===== src/rtl/sp_mem_copy_if.sv =====
// Bundle of the copy-request handshake and the single-port RAM bus.
// The master modport is the copy engine; slave is the requester/RAM side.
interface sp_mem_copy_if #(
  parameter int ABITS = 4,
  parameter int WIDTH = 8
);
  logic             start;
  logic [ABITS-1:0] src_addr;
  logic [ABITS-1:0] dst_addr;
  logic [ABITS:0]   len;
  logic             busy;
  logic             done;
  logic             wren_a;
  logic             rden_a;
  logic [ABITS-1:0] addr_a;
  logic [WIDTH-1:0] wdata_a;
  logic [WIDTH-1:0] rdata_a;

  modport master (
    input  start, src_addr, dst_addr, len, rdata_a,
    output busy, done, wren_a, rden_a, addr_a, wdata_a
  );

  modport slave (
    output start, src_addr, dst_addr, len, rdata_a,
    input  busy, done, wren_a, rden_a, addr_a, wdata_a
  );
endinterface


===== src/rtl/sp_mem_copy.sv =====
// Word-by-word copy engine for a single-port registered-read RAM:
// alternates READ and WRITE cycles, ascending, then pulses done.
module sp_mem_copy #(
  parameter int ABITS = 4,
  parameter int WIDTH = 8
) (
  input  logic             clk,
  input  logic             rst,
  sp_mem_copy_if.master    bus
);

  typedef enum logic [1:0] {IDLE, READ, WRITE, DONE} state_t;

  typedef struct packed {
    logic [ABITS-1:0] src;
    logic [ABITS-1:0] dst;
    logic [ABITS:0]   len;
  } req_t;

  state_t           state, state_n;
  req_t             req, req_n;
  logic [ABITS:0]   cnt, cnt_n, cnt_inc;
  logic [ABITS-1:0] src_ptr, dst_ptr;

  // Address sums are ABITS wide so they wrap around the RAM naturally.
  assign cnt_inc = cnt + 1'b1;
  assign src_ptr = req.src + cnt[ABITS-1:0];
  assign dst_ptr = req.dst + cnt[ABITS-1:0];

  always_ff @(posedge clk or posedge rst) begin
    if (rst) begin
      state <= IDLE;
      req   <= '0;
      cnt   <= '0;
    end else begin
      state <= state_n;
      req   <= req_n;
      cnt   <= cnt_n;
    end
  end

  always_comb begin
    state_n = state;
    req_n   = req;
    cnt_n   = cnt;
    unique case (state)
      IDLE: begin
        if (bus.start) begin
          req_n.src = bus.src_addr;
          req_n.dst = bus.dst_addr;
          req_n.len = bus.len;
          cnt_n     = '0;
          state_n   = (bus.len != '0) ? READ : DONE;
        end
      end
      READ:  state_n = WRITE;
      WRITE: begin
        cnt_n   = cnt_inc;
        state_n = (cnt_inc < req.len) ? READ : DONE;
      end
      DONE:  state_n = IDLE;
      default: state_n = IDLE;
    endcase
  end

  // Outputs are a pure decode of registered state, so reset clears them at once.
  always_comb begin
    bus.busy    = (state != IDLE);
    bus.done    = 1'b0;
    bus.wren_a  = 1'b0;
    bus.rden_a  = 1'b0;
    bus.addr_a  = '0;
    bus.wdata_a = '0;
    unique case (state)
      READ: begin
        bus.rden_a = 1'b1;
        bus.addr_a = src_ptr;
      end
      WRITE: begin
        bus.wren_a  = 1'b1;
        bus.addr_a  = dst_ptr;
        bus.wdata_a = bus.rdata_a;
      end
      DONE:    bus.done = 1'b1;
      default: ;
    endcase
  end

endmodule


===== src/flat_wrapper.sv =====
// flat-port wrapper written by rule: the top's interface ports become plain ports
module sp_mem_copy_flat 
#(
  parameter int ABITS = 4,
  parameter int WIDTH = 8
)
  (clk, rst, bus_start, bus_src_addr, bus_dst_addr, bus_len, bus_rdata_a, bus_busy, bus_done, bus_wren_a, bus_rden_a, bus_addr_a, bus_wdata_a);
  sp_mem_copy_if #(.ABITS(ABITS), .WIDTH(WIDTH)) bus_i ();
  input  logic clk;
  input  logic rst;
  input wire logic [$bits(bus_i.start)-1:0] bus_start;
  input wire logic [$bits(bus_i.src_addr)-1:0] bus_src_addr;
  input wire logic [$bits(bus_i.dst_addr)-1:0] bus_dst_addr;
  input wire logic [$bits(bus_i.len)-1:0] bus_len;
  input wire logic [$bits(bus_i.rdata_a)-1:0] bus_rdata_a;
  output wire logic [$bits(bus_i.busy)-1:0] bus_busy;
  output wire logic [$bits(bus_i.done)-1:0] bus_done;
  output wire logic [$bits(bus_i.wren_a)-1:0] bus_wren_a;
  output wire logic [$bits(bus_i.rden_a)-1:0] bus_rden_a;
  output wire logic [$bits(bus_i.addr_a)-1:0] bus_addr_a;
  output wire logic [$bits(bus_i.wdata_a)-1:0] bus_wdata_a;
  assign bus_i.start = bus_start;
  assign bus_i.src_addr = bus_src_addr;
  assign bus_i.dst_addr = bus_dst_addr;
  assign bus_i.len = bus_len;
  assign bus_i.rdata_a = bus_rdata_a;
  assign bus_busy = bus_i.busy;
  assign bus_done = bus_i.done;
  assign bus_wren_a = bus_i.wren_a;
  assign bus_rden_a = bus_i.rden_a;
  assign bus_addr_a = bus_i.addr_a;
  assign bus_wdata_a = bus_i.wdata_a;
  sp_mem_copy #(.ABITS(ABITS), .WIDTH(WIDTH)) u_core (.clk(clk), .rst(rst), .bus(bus_i));
endmodule

===== config.mk =====
export PLATFORM = sky130hd
export DESIGN_NAME = sp_mem_copy_flat
export DESIGN_NICKNAME = d
export VERILOG_FILES = /design/src/rtl/sp_mem_copy_if.sv /design/src/rtl/sp_mem_copy.sv /design/src/flat_wrapper.sv
export SDC_FILE = /design/constraint.sdc
export NUM_CORES = 1
export LEC_CHECK = 0
export CAP_MARGIN = 40
export CORE_UTILIZATION = 40
export CTS_BUF_LIST = sky130_fd_sc_hd__clkbuf_2 sky130_fd_sc_hd__clkbuf_4 sky130_fd_sc_hd__clkbuf_8
export DETAILED_ROUTE_END_ITERATION = 12
export PLACE_DENSITY = 0.7
export SYNTH_ARGS = -nofsm -noshare
export SYNTH_HDL_FRONTEND = slang
export SYNTH_SLANG_ARGS = --single-unit

===== constraint.sdc =====
create_clock -name clk -period 3.1 [get_ports clk]
set_input_delay 0.31 -clock clk [delete_from_list [all_inputs] [get_ports clk]]
set_output_delay 0.31 -clock clk [all_outputs]
set_load 0.01 [all_outputs]

* Word-level counts from Yosys, hierarchy flattened
Index checks and enable logic that the tools add are counted.
W data, S select, Z words.
** Storage, ports and cells
- Bits in registers :: 20
- Input port bits :: 24
- Output and inout bits :: 16
** Operators by class
- Add/sub/neg operators :: 3
- Magnitude comparators :: 1
- Equality and inequality tests :: 4
- Multiplexer cells :: 11
- Reduce and logical (&&, ||, !) cells :: 6
** Operators with widths (number)
- $pmux W5 S2 :: 1
- $add A4 B4 Y4 :: 2
- $mux W8 :: 1
- $pmux W2 S4 :: 1
- $pmux W4 S2 :: 1
- $mux W2 :: 3
- $add A5 B1 Y5 const B :: 1
- $lt A5 B5 Y1 :: 1
- $mux W5 :: 1
- $reduce_bool A5 Y1 :: 1
- $eq A2 B2 Y1 const B :: 2
- $reduce_and A2 Y1 :: 2
- $reduce_bool A2 Y1 :: 2
- $mux W1 :: 3
- $eq A2 B1 Y1 const B :: 1
- $logic_not A2 Y1 :: 1
- $ne A2 B2 Y1 const B :: 1

* Logic depth before layout (Yosys ltp)
- Depth in word-level cells :: 4
- Depth in mapped cells :: 9
- Gate-level depth less buffers :: 8

* Worst setup path after synthesis
No wires, ideal clock.
- Kind :: register to output
- Start point :: reg u_core.state[0]
- End point :: out bus_addr_a[3]
- Arrival time :: 2.176 ns
- Slack :: 0.614 ns
- Stages on the path, launching flop included :: 10
- Buffers on the path :: 1
- Cells stage by stage :: dfrtp_1 inv_1 ha_1 buf_2 mux2_2 ha_1 a21o_1 a21oi_1 xnor2_1 and2_1
** On the way
- Longest elaborated chain between the ends :: 2
- Elaborated cells on any way between the ends :: 3
- Classes of those cells :: eq/ne: 2; mux: 1
** RTL lines
- start, declared :: line sp_mem_copy.sv:20 : state_t state, state_n;
- start signal, assigned :: line sp_mem_copy.sv:36 : state <= state_n;
- $eq A2 B2 Y1 or $eq A2 B1 Y1 (tied branches) :: line sp_mem_copy.sv:74 : unique case (state)
- $pmux W4 S2 (*) :: line sp_mem_copy.sv:74
- end, declared :: line flat_wrapper.sv:20 : output wire logic [$bits(bus_i.addr_a)-1:0] bus_addr_a;
Every way passes the cells marked *; elsewhere a longest branch is shown, timed or not.

* Final worst setup path
- Start point :: reg u_core.state[0]
- End point :: out bus_addr_a[2]
Same word-level chain as after synthesis.

==> run_summary.xml <==
<?xml version="1.0" encoding="UTF-8"?>
<metrics>
  <group name="synthesis">
    <metric name="ys_ff_latch" unit="">20</metric>
    <metric name="yosys-top-cells-area" unit="">sky130_fd_sc_hd__dfrtp_1 (39%), sky130_fd_sc_hd__ha_1 (12%), sky130_fd_sc_hd__mux2_4 (10%)</metric>
    <metric name="mappedNetlistArea" unit="sq um">1300</metric>
    <metric name="synthDominantAreaCellType" unit="">sky130_fd_sc_hd__dfrtp_1</metric>
    <metric name="synthDominantCellAreaShare" unit="%">38.6</metric>
    <metric name="synth.lib_cells_used.distinct" unit="">30</metric>
    <metric name="yosys_warnings" unit="">0</metric>
    <metric name="syn_inst" unit="">118</metric>
    <metric name="register_area_share_after_synthesis" unit="%">38.6</metric>
    <metric name="mappedNetlistNets" unit="">155</metric>
    <metric name="synthesis.area_per_instance" unit="sq um">11.0</metric>
  </group>
  <group name="critical_path">
    <metric name="delay_of_the_slowest_cell_on_the_worst_path" unit="ns">0.52</metric>
    <metric name="path_cells" unit="">inv_2 &gt; ha_4 &gt; mux2_2 &gt; ha_1 &gt; inv_1 &gt; fa_1 &gt; xnor2_1 &gt; and2_1 &gt; clkdlybuf4s50_1</metric>
    <metric name="crit_arrival" unit="ns">2.61</metric>
    <metric name="startpoint_type" unit="">flip-flop</metric>
    <metric name="crit_path_end_kind" unit="">primary output</metric>
    <metric name="cp_max_fo" unit="">5</metric>
    <metric name="crit_path_top_delay_cell" unit="">sky130_fd_sc_hd__clkdlybuf4s50_1</metric>
    <metric name="required_arrival_time_at_the_worst_endpoint" unit="ns">2.79</metric>
    <metric name="worst-setup-path-type" unit="">flip-flop to primary output</metric>
  </group>
  <group name="flow_run">
    <metric name="max-cap-violations" unit="">0</metric>
  </group>
  <group name="die">
    <metric name="ios" unit="">40</metric>
    <metric name="die_w" unit="microns">58.9</metric>
    <metric name="core-area" unit="sq um">3050</metric>
    <metric name="die-area" unit="sq um">3470</metric>
    <metric name="dieHeight" unit="microns">58.9</metric>
    <metric name="std_cell_rows" unit="">20</metric>
    <metric name="initial_core_util" unit="%">42.5</metric>
  </group>
  <group name="timing">
    <metric name="final_max_slew_viol_count" unit="">0</metric>
    <metric name="post_layout_minimum_cycle_time" unit="ns">2.92</metric>
    <metric name="min_period_over_period" unit="%">94.1</metric>
    <metric name="slew_headroom" unit="%">50.8</metric>
    <metric name="setup_tns" unit="ns">0</metric>
    <metric name="number_of_endpoints_with_negative_hold_slack_in_the_final_report" unit="">0</metric>
    <metric name="max_fclk" unit="MHz">343</metric>
    <metric name="timing.final.setup_violations" unit="">0</metric>
    <metric name="grt_setup_unrepaired" unit="">false</metric>
    <metric name="timing.clock.skew" unit="ns">0.000720</metric>
    <metric name="worst_pin_slew" unit="ns">0.737</metric>
  </group>
  <group name="finish">
    <metric name="stdcell_area" unit="sq um">1780</metric>
    <metric name="seq_area" unit="sq um">500</metric>
    <metric name="syn_to_final_growth" unit="%">37.2</metric>
    <metric name="post_route_cells_drive_above_1_share" unit="%">15.2</metric>
    <metric name="antenna_cells_inserted" unit="">0</metric>
    <metric name="fillers" unit="">266</metric>
    <metric name="multiInputGateArea" unit="sq um">738</metric>
    <metric name="layout.nets" unit="">196</metric>
  </group>
  <group name="detailed_routing">
    <metric name="drt-pass1-iter-count" unit="">4</metric>
    <metric name="drcViolationCount" unit="">0</metric>
    <metric name="wl" unit="microns">2600</metric>
    <metric name="antenna_left" unit="">0</metric>
    <metric name="vias" unit="">988</metric>
    <metric name="initialDrtViolationCount" unit="">19</metric>
    <metric name="detail_route.wl_per_cell" unit="microns">12.8</metric>
    <metric name="viasPerCell" unit="">4.89</metric>
  </group>
  <group name="power">
    <metric name="leakage" unit="nW">0.853</metric>
    <metric name="maximum_vdd_drop" unit="uV">389</metric>
    <metric name="power_per_cell_area" unit="nW/um^2">833</metric>
  </group>
  <group name="global_routing">
    <metric name="gr-usage-all-layers" unit="%">16.6</metric>
    <metric name="grt_antenna_before_repair" unit="">0</metric>
    <metric name="grt_pass1_vias" unit="">1007</metric>
    <metric name="maximum_number_of_pins_on_one_net_before_global_route_repair" unit="">21</metric>
    <metric name="grt_pass1_wl" unit="microns">4420</metric>
    <metric name="globalRoute.totalOverflow" unit="">0</metric>
  </group>
  <group name="clock_network">
    <metric name="cts.clk_slew.worst_paths" unit="ns">0.10</metric>
    <metric name="insertion_delay" unit="ns">0.30</metric>
    <metric name="cts.root.buffer_cell" unit="">sky130_fd_sc_hd__clkbuf_4</metric>
    <metric name="cts_hold_repair.buffers" unit="">0</metric>
    <metric name="tritoncts_clock_tree" unit="">done</metric>
    <metric name="clock_tree.buffer_depth" unit="">2</metric>
    <metric name="cts.sinks" unit="">20</metric>
    <metric name="cts_max_level" unit="">1</metric>
    <metric name="cts-buffers-inserted" unit="">3</metric>
  </group>
  <group name="placement">
    <metric name="gp_congestion" unit="">0.792</metric>
    <metric name="placement.io_buffers" unit="">39</metric>
    <metric name="placement.cell_area" unit="sq um">1720</metric>
    <metric name="dp_hpwl" unit="microns">2140</metric>
  </group>
  <group name="outcome">
    <metric name="run_status" unit="">complete, no violations</metric>
  </group>
  <group name="hold_path">
    <metric name="hold_path.class" unit="">primary input to async pin</metric>
  </group>
</metrics>
[sequential cells by signal (all words and copies together), names as in the netlist]
name / cells
u_core.req: 13
u_core.cnt: 5
u_core.state: 2
[report_power, final]
group / leakage [nW] / switching, mW / internal, mW / total (mW)
logic: 0.585 / 0.372 / 0.507 / 0.879
clock network: 0.0210 / 0.0761 / 0.0717 / 0.148
registers: 0.247 / 0.0826 / 0.372 / 0.454
[placed cells by master, fill, tap and decap left out, types with 3 or more instances in the layout]
master,netlist,routed
sky130_fd_sc_hd__a21o_1,3,3
sky130_fd_sc_hd__a21oi_1,4,4
sky130_fd_sc_hd__a22o_1,3,3
sky130_fd_sc_hd__and2_1,11,11
sky130_fd_sc_hd__clkbuf_4,0,3
sky130_fd_sc_hd__clkdlybuf4s50_1,0,37
sky130_fd_sc_hd__dfrtp_1,20,20
sky130_fd_sc_hd__ha_1,12,11
sky130_fd_sc_hd__inv_1,12,11
sky130_fd_sc_hd__mux2_2,7,7
sky130_fd_sc_hd__mux2_4,9,9
sky130_fd_sc_hd__nand2_1,4,4
sky130_fd_sc_hd__nand3_1,3,3
sky130_fd_sc_hd__nor3_1,4,4
sky130_fd_sc_hd__o21ai_0,4,4
sky130_fd_sc_hd__xnor2_1,5,5
[what timing repair did]
item,in CTS,in global routing
setup endpoints to repair,2,2
pin swaps,0,0
setup buffers,0,0
gates resized for setup,3,2
[cell families after synthesis]
kind of cell	share of synthesized area, %
AOI/OAI and AO/OA	10.0
xor gates and xnor gates	4.05
adders and majority gates	13.1
buffers and inverters	5.40
DFF	38.6
muxes	17.3
and+or+nand+nor	11.5
[worst max-delay path, delay by kind of cell (launching register included)]
| family | cells | cell delay [ns] |
|---|---|---|
| fa+ha+maj | 3 | 0.74 |
| buf+inv | 3 | 0.66 |
| flops | 1 | 0.41 |
| mux | 1 | 0.23 |
| xor+xnor | 1 | 0.13 |
| simple gates | 1 | 0.13 |
[through the flow]
step | util [%] | setup WS, ns | power (mW) | std cells | hold WS, ns
floorplan | - | 0.614 | 1.01 | 118 | 0.274
global placement | 56.5 | 0.298 | 1.31 | 198 | 0.492
detailed placement | 56.5 | 0.223 | 1.34 | 198 | 0.496
CTS | 58.1 | 0.0238 | 1.51 | 202 | 0.455
global route | 58.2 | 0.0621 | 1.61 | 202 | 0.506
finish | 58.2 | 0.183 | 1.48 | 202 | 0.426
[cell type report]
class                           count  share of cell area [%]
Clock buffer                        4                    2.04
Tap cell                           44                    3.10
Timing Repair Buffer               40                    22.7
Multi-Input combinational cell     82                    41.5
Sequential cell                    20                    28.1
Inverter                           12                    2.53
[layer usage]
metal / global-route usage (%) / vias to the layer above / wire length (microns)
li1: - / 483 / -
met1: 22.1 / 487 / 1170
met2: 28.7 / 18 / 1340
met3: 3.96 / 0 / 79
met4: 1.02 / 0 / 0
met5: 0 / - / 0
[synth_stat cells]
library cell                instances
sky130_fd_sc_hd__dfrtp_1           20
sky130_fd_sc_hd__ha_1              12
sky130_fd_sc_hd__inv_1             12
sky130_fd_sc_hd__and2_1            11
sky130_fd_sc_hd__mux2_4             9
sky130_fd_sc_hd__mux2_2             7
sky130_fd_sc_hd__xnor2_1            5
sky130_fd_sc_hd__a21oi_1            4
sky130_fd_sc_hd__nand2_1            4
sky130_fd_sc_hd__nor3_1             4
sky130_fd_sc_hd__o21ai_0            4
sky130_fd_sc_hd__a21o_1             3
sky130_fd_sc_hd__a22o_1             3
sky130_fd_sc_hd__nand3_1            3
sky130_fd_sc_hd__buf_2              2
sky130_fd_sc_hd__a2111oi_0          1
sky130_fd_sc_hd__a32o_1             1
sky130_fd_sc_hd__and2b_1            1
sky130_fd_sc_hd__buf_6              1
sky130_fd_sc_hd__clkbuf_1           1
sky130_fd_sc_hd__fa_1               1
sky130_fd_sc_hd__mux2i_1            1
sky130_fd_sc_hd__nand2_2            1
sky130_fd_sc_hd__nand2b_1           1
sky130_fd_sc_hd__nor2_1             1
sky130_fd_sc_hd__nor2b_1            1
sky130_fd_sc_hd__o2111ai_1          1
sky130_fd_sc_hd__o21a_1             1
sky130_fd_sc_hd__o22ai_1            1
sky130_fd_sc_hd__xor2_1             1
[path summary, 6_finish.rpt]
check	start	endpoint	slack, ns	depth (start not counted)
min in group clk	u_core.req[1]$_DFFE_PP0P_	u_core.req[1]$_DFFE_PP0P_	0.52	1
max	u_core.state[0]$_DFFE_PP0P_	bus_addr_a[2]	0.18	9
max in group asynchronous	rst	u_core.cnt[3]$_DFFE_PP0P_	2.21	2
max reg2reg	u_core.cnt[0]$_DFFE_PP0P_	u_core.state[1]$_DFFE_PP0P_	1.26	8
min	rst	u_core.req[12]$_DFFE_PP0P_	0.43	2
min reg2reg	u_core.req[1]$_DFFE_PP0P_	u_core.req[1]$_DFFE_PP0P_	0.52	1
(Power assumes the default switching activity.)
